## config.mk

```make
export PLATFORM = sky130hd
export DESIGN_NAME = ysyx_22050078_operand_stage
export DESIGN_NICKNAME = d
export VERILOG_FILES = /design/src/rtl/ysyx_22050078_operand_stage.sv
export SDC_FILE = /design/constraint.sdc
export NUM_CORES = 1
export LEC_CHECK = 0
export CAP_MARGIN = 5
export CORE_AREA = 2 2 213 215
export DETAILED_ROUTE_END_ITERATION = 8
export DIE_AREA = 0 0 215 217
export PLACE_DENSITY_LB_ADDON = 0.08
export SYNTH_ARGS = -nofsm -noshare
export SYNTH_HDL_FRONTEND = slang
export SYNTH_SLANG_ARGS = --single-unit
export TNS_END_PERCENT = 20
```

## constraint.sdc

```tcl
create_clock -name clk -period 1.8 [get_ports clk]
set_input_delay 0.18 -clock clk [delete_from_list [all_inputs] [get_ports clk]]
set_output_delay 0.18 -clock clk [all_outputs]
set_load 0.1 [all_outputs]
```

## src/rtl/ysyx_22050078_operand_stage.sv

```systemverilog
// ysyx_22050078_operand_stage: register read, operand forwarding and load-use stall stage
module ysyx_22050078_operand_stage #(
  parameter int CPU_WIDTH = 64,
  parameter int REG_ADDRW = 5,
  parameter int CNT_WIDTH = 32
) (
  input  logic                 clk,
  input  logic                 rst,
  input  logic                 i_valid,
  output logic                 o_ready,
  input  logic [REG_ADDRW-1:0] i_rs1_addr,
  input  logic [REG_ADDRW-1:0] i_rs2_addr,
  input  logic                 i_rs1_used,
  input  logic                 i_rs2_used,
  input  logic [REG_ADDRW-1:0] i_rd_addr,
  input  logic                 i_rd_wen,
  input  logic                 i_is_load,
  output logic [REG_ADDRW-1:0] o_rf_rs1_addr,
  output logic [REG_ADDRW-1:0] o_rf_rs2_addr,
  input  logic [CPU_WIDTH-1:0] i_rf_rs1_data,
  input  logic [CPU_WIDTH-1:0] i_rf_rs2_data,
  input  logic                 i_ex_valid,
  input  logic                 i_ex_rd_wen,
  input  logic                 i_ex_is_load,
  input  logic [REG_ADDRW-1:0] i_ex_rd_addr,
  input  logic [CPU_WIDTH-1:0] i_ex_result,
  input  logic                 i_mem_valid,
  input  logic                 i_mem_rd_wen,
  input  logic [REG_ADDRW-1:0] i_mem_rd_addr,
  input  logic [CPU_WIDTH-1:0] i_mem_data,
  input  logic                 i_wb_wen,
  input  logic [REG_ADDRW-1:0] i_wb_addr,
  input  logic [CPU_WIDTH-1:0] i_wb_data,
  input  logic                 i_flush,
  output logic                 o_valid,
  input  logic                 i_ready,
  output logic [CPU_WIDTH-1:0] o_src1,
  output logic [CPU_WIDTH-1:0] o_src2,
  output logic [REG_ADDRW-1:0] o_rd_addr,
  output logic                 o_rd_wen,
  output logic                 o_is_load,
  output logic [CNT_WIDTH-1:0] o_stall_cnt
);
  logic                 ex_fwd, mem_fwd, hz, accept;
  logic [CPU_WIDTH-1:0] src1, src2;
  assign o_rf_rs1_addr = i_rs1_addr;
  assign o_rf_rs2_addr = i_rs2_addr;
  assign ex_fwd  = i_ex_valid & i_ex_rd_wen & ~i_ex_is_load;
  assign mem_fwd = i_mem_valid & i_mem_rd_wen;
  always_comb begin
    src1 = (i_rs1_addr == '0) ? '0 :
           (ex_fwd && i_ex_rd_addr == i_rs1_addr) ? i_ex_result :
           (mem_fwd && i_mem_rd_addr == i_rs1_addr) ? i_mem_data :
           (i_wb_wen && i_wb_addr == i_rs1_addr) ? i_wb_data : i_rf_rs1_data;
    src2 = (i_rs2_addr == '0) ? '0 :
           (ex_fwd && i_ex_rd_addr == i_rs2_addr) ? i_ex_result :
           (mem_fwd && i_mem_rd_addr == i_rs2_addr) ? i_mem_data :
           (i_wb_wen && i_wb_addr == i_rs2_addr) ? i_wb_data : i_rf_rs2_data;
  end
  assign hz = i_valid & i_ex_valid & i_ex_is_load & i_ex_rd_wen & (i_ex_rd_addr != '0) &
              ((i_rs1_used & (i_rs1_addr == i_ex_rd_addr)) | (i_rs2_used & (i_rs2_addr == i_ex_rd_addr)));
  assign o_ready = (~o_valid | i_ready) & ~hz & ~i_flush;
  assign accept  = i_valid & o_ready;
  always_ff @(posedge clk) begin
    if (rst) begin
      o_valid     <= 1'b0;
      o_src1      <= '0;
      o_src2      <= '0;
      o_rd_addr   <= '0;
      o_rd_wen    <= 1'b0;
      o_is_load   <= 1'b0;
      o_stall_cnt <= '0;
    end else begin
      if (hz && !i_flush && !(&o_stall_cnt)) o_stall_cnt <= o_stall_cnt + 1'b1;
      if (i_flush) o_valid <= 1'b0;
      else if (accept) begin
        o_valid   <= 1'b1;
        o_src1    <= src1;
        o_src2    <= src2;
        o_rd_addr <= i_rd_addr;
        o_rd_wen  <= i_rd_wen;
        o_is_load <= i_is_load;
      end else if (i_ready) o_valid <= 1'b0;
    end
  end
endmodule

```

# Word level (Yosys, flattened, before mapping)
# Index checks and enable logic that the tools add are counted.
op_classes:
  add_sub_neg: 1
  n_eq_ne: 8
  muxes: 10
  bitwise_logic: 19
  reduce_logical: 17
op_table:
  columns: ["op", "n"]
  rows:
  - ["64-bit 2-to-1 mux", 8]
  - ["5-bit == test", 8]
  - ["32-bit by 1-bit adder with 32-bit output, second input constant", 1]
  - ["32-bit AND reduction", 1]
  - ["1-bit AND", 13]
  - ["5-bit logical NOT", 2]
  - ["1-bit logical AND", 8]
  - ["5-bit nonzero test", 1]
  - ["1-bit inverter", 4]
  - ["1-bit logical NOT", 2]
  - ["1-bit 2-to-1 mux", 2]
  - ["1-bit OR", 2]
  - ["2-bit AND reduction", 1]
  - ["2-bit nonzero test", 1]
  - ["2-bit OR reduction", 1]
word_totals:
  reg_bits: 168
  in_bits: 365
  out_inout_bits: 179

# Longest topological paths before layout
# Gate-level depths: netlist of run 1.
depth:
  ltp_word: 10
  ltp_mapped: 9
  ltp_nobuf: 7

# Worst setup path before layout of run 1
# OpenSTA, ideal clock, no wires.
synth_timing:
  path_kind: "reg-to-reg"
  start: "register o_stall_cnt[3]"
  end: "register o_stall_cnt[29]"
  arrival_ps: 2727
  t_required_ps: 1729
  path_slack_ps: -998
  stages_incl_launch_ff: 7
  period_less_slack_ps: 2798
  cell_sequence: "dfxtp_1 -> nand4_2 -> nor4_4 -> nand2_1 -> or3_1 -> or3_1 -> a21oi_1"
synth_between:
  elab_chain_cells: 3
synth_lines:
  columns: ["item", "line", "rtl"]
  rows:
  - ["start: declaration", "42", "output logic [CNT_WIDTH-1:0] o_stall_cnt"]
  - ["start signal: assignment", "74", "if (hz && !i_flush && !(&o_stall_cnt)) o_stall_cnt <= o_stall_cnt + 1'b1;"]
  - ["branches (longest 3 deep; another with 32-bit by 1-bit adder with 32-bit output)", null, null]
# Several ways; the timed one is not identified.
# A chain may end at the register's enable or synchronous reset.

# Worst setup path in the final report of run 1
layout_timing:
  start: "input i_ex_rd_addr[2]"
  end: "output o_ready"
layout_between:
  elab_chain_cells: 7
layout_lines:
  columns: ["item", "line", "rtl"]
  rows:
  - ["start: declaration", "25", "input logic [REG_ADDRW-1:0] i_ex_rd_addr,"]
  - ["5-bit == test", "61", "((i_rs1_used & (i_rs1_addr == i_ex_rd_addr)) | (i_rs2_used & (i_rs2_addr == i_ex_rd_addr)));"]
  - ["1-bit AND", "61", null]
  - ["1-bit OR", "61", null]
  - ["1-bit AND (*)", "60", "assign hz = i_valid & i_ex_valid & i_ex_is_load & i_ex_rd_wen & (i_ex_rd_addr != '0) &"]
  - ["1-bit inverter (*)", "62", "assign o_ready = (~o_valid | i_ready) & ~hz & ~i_flush;"]
  - ["1-bit AND (*) (2 in a row)", "62", null]
  - ["end: declaration", "10", "output logic o_ready,"]
# Mark *: on every way between the ends. The rest lies on a longest branch, timed or not.

==> results of run 1 <==
-- worst register-to-register path, cell delays in order, from the launching register on --
cell       delay (ns)
dfxtp_2          0.32
nand2b_1         0.10
nand2_1          0.15
nor3_4           0.28
o2111ai_4        0.19
buf_12           0.19
buf_12           0.12
buf_12           0.14
a311oi_2         0.24
a211o_1          0.14
-- repair_timing --
| item | in CTS | in global routing |
|---|---|---|
| pin swaps | 48 | 61 |
| buffers inserted | 19 | 11 |
| cloned | 10 | 1 |
| endpoints found under the setup margin | 169 | 161 |
| resized for setup | 97 | 69 |
-- area by class of cell --
class                   instances  share of cell area
repair buffers                735               0.381
flip-flops and latches        168               0.180
multi-input cells            1070               0.369
clock inverters                14             0.00628
diodes                          5            0.000647
well taps                     600              0.0388
clock buffers                  18              0.0227
inverters                       5            0.000971
-- cells by family after synthesis --
group,share of synthesized area
XOR/XNOR,0.0262
buffers and inverters,0.0605
adder cells (fa/ha/maj),0.00117
AO/OA/AOI/OAI,0.313
multiplexers,0.00958
AND/OR/NAND/NOR,0.275
flip-flops,0.314
-- per-layer routing --
layer  vias to the layer above  GRT usage  part of all wire
met4                         4     0.0862             0.024
met5                         -          0           0.00041
li1                       6157          -                 -
met2                       472      0.431              0.50
met1                      6325      0.289              0.41
met3                        69     0.0632             0.066
-- path summary, 6_finish.rpt --
| kind | from | endpoint | depth (start not counted) | slack [ns] |
|---|---|---|---|---|
| worst max-delay path | i_ex_rd_addr[2] | o_ready | 8 | -0.20 |
| worst min-delay path | i_ex_result[52] | o_src1[52] | 3 | 0.30 |
| worst max register to register | o_valid | o_src2[52] | 9 | -0.11 |
| worst min register to register | o_src2[3] | o_src2[3] | 1 | 0.46 |
-- stage by stage --
step / cell area, sq um / hold slack, ns / cells / setup TNS (ns)
global route: 19300 / 0.284 / 2613 / -19.17
CTS: 19000 / 0.258 / 2602 / -4.30
finish: 19300 / 0.297 / 2615 / -10.10
detailed placement: 17800 / 0.451 / 2541 / -142.16
global placement: 17800 / 0.446 / 2541 / -142.14
floorplan: 11000 / 0.251 / 1366 / -32.14
-- state kept, by name, summed over array words and instances (netlist names) --
signal / cells
o_is_load: 1
o_rd_addr: 5
o_rd_wen: 1
o_src1: 64
o_src2: 64
o_stall_cnt: 32
o_valid: 1
-- power breakdown --
group          internal (mW)  switching (mW)  leakage [nW]  total, mW
combinational           1.44            2.23          6.55       3.67
sequential              3.84           0.102          1.40       3.94
clock                   1.94            1.79         0.278       3.73
total                   7.22            4.12          8.23       11.3
-- placed cells by master (no fill, tap or decap), types with 5 or more instances in the layout --
cell / instances
or3_1: 16
o31ai_1: 7
buf_16: 6
nand2_1: 399
or2_2: 5
o21ai_1: 12
a21oi_1: 12
xor2_1: 13
inv_1: 5
mux2i_1: 8
buf_4: 290
buf_12: 53
a211o_1: 64
nor4_4: 6
dfxtp_1: 135
nor2_2: 15
nor2_1: 193
nand3_2: 5
xnor2_1: 15
dfxtp_4: 29
a21oi_2: 11
nand3_1: 7
buf_6: 18
or4_4: 6
clkdlybuf4s15_2: 6
nand4_1: 10
o211ai_2: 61
a311o_1: 64
diode_2: 5
clkdlybuf4s50_1: 337
a311oi_2: 64
clkbuf_16: 18
dlygate4sd2_1: 7
==> impl_metrics.json, run 1 <==
{
  "run_status": "finished with violations",
  "failed_checks": "setup timing",
  "grt_usage": 0.246,
  "vdd_ir_drop_max_v": 0.000500,
  "route.detailed.drc": 0,
  "critPathRequiredTime_ns": 1.62,
  "postCtsHoldBufs": 0,
  "final_layout_size_suffix_gt1_frac": 0.331,
  "synth.most_common_cell": "nand2_1",
  "insertion_delay_ns": 0.49,
  "synth_edf_count": 0,
  "post-route-period-util": 1.11,
  "powerDensity_nw_per_um2": 587,
  "vias": 13000,
  "timing.critical_path.arrival_ns": 1.82,
  "die_area_sq_um": 46700,
  "synth_area_sq_um": 10700,
  "grt_start_max_net_pins": 65,
  "max-slew-margin-rel": 0.627,
  "grt_first_pass_wirelength_mm": 85.7,
  "yosysTopAreaCellShare": 0.314,
  "postRouteWirelength_mm": 58.7,
  "synth.top_cells.by_area": "dfxtp_1 31%, nand2_1 14%, a311oi_2 8.4%",
  "critical_path.max_stage_delay_ns": 0.57,
  "final_period_minus_worst_setup_slack_ns": 2.00,
  "cts_root_buffer": "clkbuf_16",
  "finalMaxSlewViolations": 0,
  "setup_viol_count_final": 157,
  "num_io_pins": 544,
  "yosysWarningCount": 0,
  "ys_seq_area_frac": 0.314,
  "largest_area_contributor_in_the_synthesized_netlist": "dfxtp_1",
  "skew_ns": 0.00983,
  "path_clk_slew_ns": 0.08,
  "clock_path_buffers": 2,
  "worst_slew_pin_tran_ns": 0.559,
  "critical_path.slowest_cell": "or4_4",
  "syn_nets": 1732,
  "avgRoutedWirePerCell_microns": 22.5,
  "port_buffers": 543,
  "synth.ff_latch_count": 168,
  "worst_hold_path_type": "in2reg",
  "dpl_worst_slack_ns": -0.944,
  "worst_slack_ns": -0.202,
  "static-leakage-power_nw": 8.23,
  "critical_path_maximum_fanout": 2,
  "ys_dominant_reg_cell": "dfxtp_1",
  "cpLargestDelayFamily": "simple AND/OR/NAND/NOR gates",
  "postSynthCellCount": 1366,
  "gr-total-overflow": 0,
  "area_growth_pct": 80.5,
  "initialDrtViolationCount": 860,
  "synth.top_cells.by_count": "403 x nand2_1, 211 x nor2_1, 168 x dfxtp_1",
  "sequential_cell_area_sq_um": 3480,
  "worstSetupPathType": "in2out",
  "nets": 2363,
  "post-dp-hpwl_mm": 42.0,
  "start_util": 0.240,
  "gp_congestion": 0.889,
  "core_sq_um": 44700,
  "via_count_of_the_first_global_routing_pass": 13500,
  "netlist-cell-type-count": 51,
  "numCtsBuffers": 17,
  "cts_max_level": 4,
  "fillerInstances": 4573,
  "synth_async_sr_flop_share": 0,
  "timing.critical_path.from_type": "input port",
  "grt_antenna_before_repair": 5,
  "chipHeight_microns": 217,
  "path_cells": "buf_6, or4_4, o211ai_4, or3_4, buf_12, buf_6, and4b_2, buf_12",
  "finalCoreUtilization": 0.432,
  "number_of_max_cap_violations": 0,
  "worstSetupEndpointType": "primary output",
  "cts_sinks": 168,
  "hold_violations": 0,
  "setup_repair_after_global_routing_missed_its_margin": "true",
  "critPathBufInv": 4,
  "drt_first_pass_iters": 5,
  "routed_via_density": 4.98,
  "multiInputGateArea_sq_um": 7140,
  "clock_tree_from_tritoncts": "done",
  "ant_nets": 0,
  "syn-mean-instance-area_sq_um": 7.84,
  "max_clock_freq_ghz": 0.500,
  "report.power.total_mw": 11.3,
  "die_x_microns": 215,
  "row_count": 78
}
No activity file was read; power rests on OpenSTA's default activity.
==> run 2: changes to the inputs <==
--- a/config.mk
+++ b/config.mk
@@ -6,9 +6,10 @@
 export NUM_CORES = 1
 export LEC_CHECK = 0
 export CAP_MARGIN = 5
-export CORE_AREA = 2 2 213 215
+export CORE_AREA = 2 2 211 213
+export CTS_BUF_LIST = sky130_fd_sc_hd__clkbuf_8
 export DETAILED_ROUTE_END_ITERATION = 8
-export DIE_AREA = 0 0 215 217
+export DIE_AREA = 0 0 213 215
 export PLACE_DENSITY_LB_ADDON = 0.08
 export SYNTH_ARGS = -nofsm -noshare
 export SYNTH_HDL_FRONTEND = slang
==> constraint.sdc (replaced) <==
create_clock -name clk -period 2.6 [get_ports clk]
set_input_delay 0.26 -clock clk [delete_from_list [all_inputs] [get_ports clk]]
set_output_delay 0.26 -clock clk [all_outputs]
set_load 0.1 [all_outputs]
==> run 2 against run 1 <==
- the run now ends clean
- clock power decreased by 43%
- routed wire length decreased by 6.4%
- setup slack improved by 0.28 ns
- critical endpoint unchanged
==> impl_metrics.json, run 2 (same netlist as run 1, synthesis figures left out) <==
{
  "powerDensity_nw_per_um2": 416,
  "area_growth_pct": 63.8,
  "min_to": "o_src1[7]",
  "vdd_ir_drop_max_v": 0.000365,
  "row_count": 77,
  "report.power.total_mw": 7.29,
  "worst_slack_ns": 0.0812,
  "number_of_max_cap_violations": 0,
  "post-dp-hpwl_mm": 41.0,
  "nets": 2273,
  "ant_nets": 0,
  "insertion_delay_ns": 0.56,
  "routed_via_density": 4.98,
  "worst_slew_pin_tran_ns": 0.474,
  "critical_path.most_common_cell": "buf_4",
  "whs_path_cells": 3,
  "skew_ns": 0.0126,
  "cts_sinks": 168,
  "final_period_minus_worst_setup_slack_ns": 2.52,
  "die_area_sq_um": 45800,
  "num_io_pins": 544,
  "worstSetupEndpointType": "primary output",
  "postRouteWirelength_mm": 54.9,
  "fillerInstances": 4503,
  "max-slew-margin-rel": 0.684,
  "max_clock_freq_ghz": 0.397,
  "worst_hold_path_type": "in2reg",
  "gr-total-overflow": 0,
  "grt_usage": 0.235,
  "hold_violations": 0,
  "clock_tree_from_tritoncts": "done",
  "die_x_microns": 213,
  "final_layout_size_suffix_gt1_frac": 0.247,
  "port_buffers": 543,
  "critical_path.reg2reg.startpoint": "o_stall_cnt[0]",
  "path_clk_slew_ns": 0.10,
  "post-route-period-util": 0.969,
  "numCtsBuffers": 17,
  "cts_max_level": 4,
  "chipHeight_microns": 215,
  "fin_hold_ws_ns": 0.286,
  "start_util": 0.245,
  "cpLargestDelayFamily": "simple AND/OR/NAND/NOR gates",
  "timing.critical_path.from_type": "input port",
  "setup_repair_after_global_routing_missed_its_margin": "false",
  "timing.critical_path.arrival_ns": 2.26,
  "grt_antenna_before_repair": 11,
  "gp_congestion": 0.804,
  "worst-r2r-setup-slack_ns": 0.34,
  "drt_first_pass_iters": 5,
  "route.detailed.drc": 0,
  "setup_viol_count_final": 0,
  "clock_path_buffers": 2,
  "finalMaxSlewViolations": 0,
  "static-leakage-power_nw": 7.32,
  "mostFrequentLayoutCell": "nand2_1",
  "layout.cells.most_common_list": "403 x nand2_1, 362 x clkdlybuf4s50_1, 245 x buf_4, 209 x nor2_1, 152 x dfxtp_1",
  "critical_path.max_stage_delay_ns": 0.53,
  "initialDrtViolationCount": 674,
  "critical_path.slowest_cell": "or4_4",
  "grt_first_pass_wirelength_mm": 79.9,
  "depth_of_the_most_critical_reg_to_reg_path": 8,
  "largestRegisters": "o_src1: 64 flops, o_src2: 64 flops, o_stall_cnt: 32 flops",
  "min_from": "i_ex_result[7]",
  "grt_start_max_net_pins": 65,
  "dpl_worst_slack_ns": -0.248,
  "core_sq_um": 43600,
  "critPathBufInv": 4,
  "run_status": "completed",
  "worstSetupPathType": "in2out",
  "via_count_of_the_first_global_routing_pass": 12600,
  "path_cells": "clkdlybuf4s50_1, or4_4, o211ai_2, or3_4, buf_4, buf_4, and4b_1, buf_12",
  "avgRoutedWirePerCell_microns": 21.8,
  "critical_path_maximum_fanout": 4,
  "vias": 12600,
  "setup_total_negative_slack_ns": 0,
  "cts_root_buffer": "clkbuf_8",
  "critPathRequiredTime_ns": 2.34,
  "worst_r2r_endpoint": "o_stall_cnt[28]"
}
## run 2: timing repair
action,in CTS,in global routing
pin swaps,0,3
setup buffers,0,1
resized for setup,2,4
hold buffers,0,0
hold endpoints to repair,0,0
endpoints found under the setup margin,1,3
## run 2: power by group
part | switching, mW | total [mW] | internal, mW | leakage (nW)
sequential | 0.0671 | 2.75 | 2.68 | 1.38
combinational | 1.49 | 2.41 | 0.923 | 5.73
clock | 1.13 | 2.13 | 1.00 | 0.214
## run 2: tightest hold or removal path: cells and delay by family
| family | cells | cell delay [ns] |
|---|---|---|
| AO/OA/AOI/OAI | 1 | 0.07 |
| buffers and inverters | 1 | 0.39 |
| AND/OR/NAND/NOR | 1 | 0.09 |
## run 2: area by class of cell
cell class,count,area [sq um],share of cell area
flip-flops and latches,168,3380,0.193
inverters,5,18.8,0.00107
clock inverters,11,131,0.00749
multi-input cells,1070,6760,0.385
well taps,592,741,0.0422
diodes,8,20.0,0.00114
clock buffers,20,275,0.0157
repair buffers,645,6210,0.354
## run 2: how the worst max path moves through the flow
stage / from / to / slack (ns) / depth (start not counted)
4_1_cts: i_ex_rd_addr[1] / o_ready / 0.02 / 8
5_1_grt: i_ex_rd_addr[1] / o_ready / 0.03 / 8
2_1_floorplan: o_stall_cnt[12] / o_stall_cnt[29] / -0.02 / 6
3_5_place_dp: i_ex_rd_addr[1] / o_src2[12] / -0.25 / 9
3_3_place_gp: i_ex_rd_addr[1] / o_src2[12] / -0.16 / 9
6_report: i_ex_rd_addr[1] / o_ready / 0.08 / 8
## run 2: per-stage QoR
stage | utilization | std cells | cell area [sq um]
after floorplan | - | 1366 | 10700
after global placement | 0.391 | 2479 | 17100
after detailed placement | 0.391 | 2479 | 17100
after CTS | 0.401 | 2510 | 17500
after global routing | 0.402 | 2518 | 17500
final | 0.402 | 2519 | 17500
## run 2: routing by layer
layer / routed length [microns] / GRT usage / up-vias
met5: 41 / 0 / -
met4: 1510 / 0.0879 / 6
met3: 4560 / 0.0761 / 77
met2: 26500 / 0.399 / 450
met1: 22300 / 0.272 / 6047
li1: - / - / 5974
